<file path="src/rtl/trap_sequencer.sv">
// Trap sequencer for the HarvOS S-mode core: arbitrates exceptions, interrupts and sret,
// then flushes, writes sepc/scause/stval/sstatus over one CSR port and redirects fetch.
module trap_sequencer #(
    parameter logic [31:0] RESET_PC = 32'h0000_0000
) (
    input  logic        clk,
    input  logic        rst,
    input  logic        exc_valid,
    input  logic [4:0]  exc_cause,
    input  logic [31:0] exc_tval,
    input  logic [31:0] exc_pc,
    input  logic [31:0] commit_pc,
    input  logic [2:0]  irq_pending,
    input  logic [2:0]  sie_q,
    input  logic [31:0] sstatus_q,
    input  logic [31:0] csr_stvec_q,
    input  logic [31:0] csr_sepc_q,
    input  logic        sret_req,
    output logic        flush_req,
    input  logic        flush_ack,
    output logic        csr_we,
    output logic [1:0]  csr_waddr,
    output logic [31:0] csr_wdata,
    output logic        redirect_valid,
    output logic [31:0] redirect_pc,
    output logic        priv,
    output logic        busy
);

    typedef enum logic [2:0] {
        IDLE,
        FLUSH,
        W_SEPC,
        W_SCAUSE,
        W_STVAL,
        W_SSTATUS,
        REDIRECT
    } state_t;

    typedef enum logic [1:0] {
        KIND_EXC,
        KIND_IRQ,
        KIND_SRET
    } kind_t;

    state_t      state;
    kind_t       kind;
    logic [31:0] lat_cause;
    logic [31:0] lat_tval;
    logic [31:0] lat_epc;
    logic        lat_priv;

    logic [2:0]  irq_masked;
    logic        irq_eligible;
    logic [3:0]  irq_code;
    logic [31:0] trap_sstatus;
    logic [31:0] sret_sstatus;
    logic [31:0] trap_base;
    logic [31:0] trap_target;

    // Interrupt code lives in lat_cause[3:0], which also drives the vectored offset.
    always_comb begin
        irq_masked   = irq_pending & sie_q;
        irq_eligible = (|irq_masked) && (!priv || sstatus_q[1]);
        irq_code     = irq_masked[2] ? 4'd9 : (irq_masked[0] ? 4'd1 : 4'd5);

        trap_sstatus    = sstatus_q;
        trap_sstatus[5] = sstatus_q[1];
        trap_sstatus[1] = 1'b0;
        trap_sstatus[8] = lat_priv;

        sret_sstatus    = sstatus_q;
        sret_sstatus[1] = sstatus_q[5];
        sret_sstatus[5] = 1'b1;
        sret_sstatus[8] = 1'b0;

        trap_base   = {csr_stvec_q[31:2], 2'b00};
        trap_target = trap_base;
        if (kind == KIND_IRQ && csr_stvec_q[1:0] == 2'b01) begin
            trap_target = trap_base + {26'd0, lat_cause[3:0], 2'b00};
        end
    end

    always_ff @(posedge clk) begin
        if (rst) begin
            state          <= IDLE;
            kind           <= KIND_EXC;
            lat_cause      <= 32'd0;
            lat_tval       <= 32'd0;
            lat_epc        <= 32'd0;
            lat_priv       <= 1'b1;
            priv           <= 1'b1;
            busy           <= 1'b0;
            flush_req      <= 1'b0;
            csr_we         <= 1'b0;
            csr_waddr      <= 2'd0;
            csr_wdata      <= 32'd0;
            redirect_valid <= 1'b0;
            redirect_pc    <= RESET_PC;
        end else begin
            csr_we         <= 1'b0;
            redirect_valid <= 1'b0;
            case (state)
                IDLE: begin
                    if (exc_valid) begin
                        kind      <= KIND_EXC;
                        lat_cause <= {27'd0, exc_cause};
                        lat_tval  <= exc_tval;
                        lat_epc   <= exc_pc;
                    end else if (irq_eligible) begin
                        kind      <= KIND_IRQ;
                        lat_cause <= {1'b1, 27'd0, irq_code};
                        lat_tval  <= 32'd0;
                        lat_epc   <= commit_pc;
                    end else if (sret_req) begin
                        kind <= KIND_SRET;
                    end
                    if (exc_valid || irq_eligible || sret_req) begin
                        lat_priv  <= priv;
                        state     <= FLUSH;
                        busy      <= 1'b1;
                        flush_req <= 1'b1;
                    end
                end
                FLUSH: begin
                    if (flush_ack) begin
                        flush_req <= 1'b0;
                        csr_we    <= 1'b1;
                        if (kind == KIND_SRET) begin
                            state     <= W_SSTATUS;
                            csr_waddr <= 2'd3;
                            csr_wdata <= sret_sstatus;
                        end else begin
                            state     <= W_SEPC;
                            csr_waddr <= 2'd0;
                            csr_wdata <= lat_epc;
                        end
                    end
                end
                W_SEPC: begin
                    state     <= W_SCAUSE;
                    csr_we    <= 1'b1;
                    csr_waddr <= 2'd1;
                    csr_wdata <= lat_cause;
                end
                W_SCAUSE: begin
                    state     <= W_STVAL;
                    csr_we    <= 1'b1;
                    csr_waddr <= 2'd2;
                    csr_wdata <= lat_tval;
                end
                W_STVAL: begin
                    state     <= W_SSTATUS;
                    csr_we    <= 1'b1;
                    csr_waddr <= 2'd3;
                    csr_wdata <= trap_sstatus;
                end
                // sstatus still holds its pre-write value here, so SPP is the old privilege.
                W_SSTATUS: begin
                    state          <= REDIRECT;
                    redirect_valid <= 1'b1;
                    if (kind == KIND_SRET) begin
                        redirect_pc <= csr_sepc_q;
                        priv        <= sstatus_q[8];
                    end else begin
                        redirect_pc <= trap_target;
                        priv        <= 1'b1;
                    end
                end
                REDIRECT: begin
                    state <= IDLE;
                    busy  <= 1'b0;
                end
                default: begin
                    state <= IDLE;
                    busy  <= 1'b0;
                end
            endcase
        end
    end

endmodule

</file>
<file path="config.mk">
export PLATFORM = sky130hd
export DESIGN_NAME = trap_sequencer
export DESIGN_NICKNAME = d
export VERILOG_FILES = /design/src/rtl/trap_sequencer.sv
export SDC_FILE = /design/constraint.sdc
export NUM_CORES = 1
export LEC_CHECK = 0
export ABC_AREA = 1
export CELL_PAD_IN_SITES_DETAIL_PLACEMENT = 0
export CELL_PAD_IN_SITES_GLOBAL_PLACEMENT = 1
export CORE_MARGIN = 10
export CORE_UTILIZATION = 31
export CTS_CLUSTER_SIZE = 25
export DETAILED_ROUTE_END_ITERATION = 10
export PLACE_DENSITY = 0.85
export SLEW_MARGIN = 10
export SYNTH_ARGS = -nofsm -noshare
export SYNTH_HDL_FRONTEND = slang
export SYNTH_SLANG_ARGS = --single-unit
</file>
<file path="constraint.sdc">
create_clock -name clk -period 2.3 [get_ports clk]
set_clock_uncertainty 0.05 [all_clocks]
set_input_delay 0.69 -clock clk [delete_from_list [all_inputs] [get_ports clk]]
set_output_delay 0.69 -clock clk [all_outputs]
set_load 0.005 [all_outputs]
</file>
==> impl_metrics.csv <==
group,metric,value,unit
floorplanning,dieHeight,176,um
drt,drt_iter0_drc,687,
floorplanning,die_area,30800,um^2
placement,post-dp-hpwl,23.9,mm
timing,period_minus_slack,2.16,ns
finish,final_nets,1610,
finish,finalInstanceArea,11900,um^2
power_and_ir_drop,total_power,0.0116,W
yosys,synth_seq_cells,147,
cts,cts_inserted_buffers,17,
finish,area_growth,58.9,%
finish,final_cell_mix,"clkdlybuf4s50_1, nand2_1, dfxtp_1",
timing,finalSetupViolations,0,
critical_path,crit_required,2.58,ns
finish,final_cell_count_no_fill,1739,
finish,nFillCells,2343,
placement,dpl-instance-area,11200,um^2
critical_path,arrival,2.44,ns
yosys,synth-async-reset-ratio,0,%
yosys,yosys_warnings,0,
drt,wire_per_inst,18.0,um
timing,fin_crit_sh,93.9,%
timing,drv_slew,0,
power_and_ir_drop,peakVddDrop,597,uV
yosys,synth_area_per_cell,6.96,um^2
timing,tightest_slew,0.934,ns
cts,clockBufferDepth,2,
drt,finalWirelength,31.2,mm
global_routing,track_usage,19.6,%
floorplanning,ios,279,
cts,htreeDepth,4,
cts,holdBufCountCts,0,
global_routing,grt_max_degree,111,
yosys,yosysTopAreaCell,"dfxtp_1",
flow_run,cap_violations,0,
global_routing,grt_first_pass_wirelength,47.6,mm
global_routing,grt_pass1_vias,8452,
yosys,syn_area,7500,um^2
timing,max_freq,0.463,GHz
global_routing,antenna_found_initial,12,
cts,clk-insertion-delay-late,0.43,ns
critical_path,start_kind,"primary input",
drt,drc,0,
drt,via_per_inst,4.88,
floorplanning,die_x,176,um
finish,layout.cells.most_common,"clkdlybuf4s50_1",
drt,ant_nets,0,
status,status,"complete, no violations",
floorplanning,coreArea,23600,um^2
yosys,ys_types,44,
yosys,ys_top_cells_by_area,"dfxtp_1, nand2_1, nand3_1",
floorplanning,initial_core_util,31.8,%
drt,drt_first_pass_iters,5,
cts,clkSinkCount,147,
power_and_ir_drop,power.density,977,nW/um^2
yosys,ys.flop_type,"dfxtp_1",
yosys,seq_area_frac_synth,39.2,%
finish,drive_gt1_share,12.1,%
power_and_ir_drop,leakagePower,5.05,nW
critical_path,critPathCaptureType,"flop",
critical_path,critical_path_class,"primary input to flop",
timing,relSlewSlack,37.7,%
cts,tritoncts,"yes",
yosys,synth.top_cell.area_share,39.2,%
timing,setup_tns,0,ns
floorplanning,rows,56,
cts,clk_pin_slew,0.07,ns
timing,hold_violations,0,
finish,regArea,2940,um^2
cts,cts_root_buffer,"clkbuf_16",
yosys,synth_edf_count,0,
placement,placedCellCount,1696,
hold_path,hold_class,"flop to flop",
critical_path,critical_path_peak_fanout,29,
global_routing,grt.overflow.total,0,
yosys,syn_nets,1290,
finish,final_util,50.5,%
placement,finalWeightedCongestion,0.892,
placement,portBuffers,278,
drt,vias,8488,
finish,multi_input_area,4050,um^2
yosys,syn-instance-count,1077,
## kinds of logic (layout without fill, tap and decap cells)
logic type / after synthesis / after routing / synth area share, %
AND/OR/NAND/NOR: 520 / 520 / 29.8
AO/OA/AOI/OAI: 246 / 246 / 20.7
buffers and inverters: 150 / 483 / 8.21
flip-flops: 147 / 147 / 39.2
XOR/XNOR: 9 / 9 / 1.05
adder cells (fa/ha/maj): 5 / 5 / 0.934
other: 0 / 10 / 0
## stage by stage
stage	setup WS, ns	hold WS [ns]
detailed placement	-0.499	0.397
finish	0.139	0.407
floorplan	0.106	0.377
global placement	-0.466	0.395
global route	-0.0379	0.421
CTS	0.00546	0.410
## worst max-delay path, cell delays in order
cell	delay, ns
clkdlybuf4s50_1	0.46
inv_1	0.05
o21ai_1	0.19
a21o_1	0.15
o21ai_1	0.10
inv_1	0.08
nand2_2	0.05
nand2_2	0.15
buf_12	0.19
nand3_1	0.17
o211a_1	0.15
## Yosys cell counts, types with 4 or more instances
master,number
a21oi_1,56
a221oi_1,22
buf_2,14
clkbuf_1,40
dfxtp_1,147
ha_1,4
inv_1,76
inv_2,10
nand2_1,264
nand2_2,8
nand3_1,105
nand3b_1,5
nand4_1,5
nor2_1,107
nor2_2,5
nor2_4,4
nor3_1,7
o211a_1,32
o211ai_1,14
o21ai_0,94
o21ai_1,14
o22ai_1,4
xnor2_1,4
xor2_1,5
## worst paths after layout
kind,from,end,slack (ns),depth (start not counted)
setup / recovery,sie_q[2],lat_epc[11],0.14,11
hold / removal,lat_tval[12],lat_tval[12],0.41,2
setup reg to reg,kind[1],csr_wdata[2],0.41,9
hold reg to reg,lat_tval[12],lat_tval[12],0.41,2
## registers in the layout (all words and copies together), names as in the netlist, 2 cells and up
signal,flops
csr_waddr,2
csr_wdata,32
kind,2
lat_cause,6
lat_epc,32
lat_tval,32
redirect_pc,32
state,3
## power breakdown
| part | internal [W] | total, W | leakage [nW] | switching (W) |
|---|---|---|---|---|
| combinational | 0.00241 | 0.00527 | 3.55 | 0.00286 |
| sequential | 0.00322 | 0.00358 | 1.21 | 0.000359 |
| clock | 0.00146 | 0.00280 | 0.289 | 0.00134 |
| total | 0.00709 | 0.0116 | 5.05 | 0.00455 |
## layer usage
metal,vias up,wire [um],track usage [%]
li1,4273,-,-
met1,3847,13400,23.4
met2,312,14700,31.8
met3,52,2330,6.20
met4,4,793,7.98
met5,-,32,0
## layout make-up
type | instances | share of cell area [%]
inverter | 86 | 2.72
antenna | 10 | 0.210
tap | 319 | 3.35
multi-input combinational | 780 | 33.9
sequential | 147 | 24.7
timing repair buffer | 365 | 30.2
clock inverter | 15 | 1.33
clock buffer | 17 | 3.57
## what timing repair did
item	in CTS	in global routing
buffers inserted	0	1
pin swaps	0	5
setup endpoints to repair	8	22
resized for setup	4	23
Note: power is estimated with default switching activity, not from simulation.
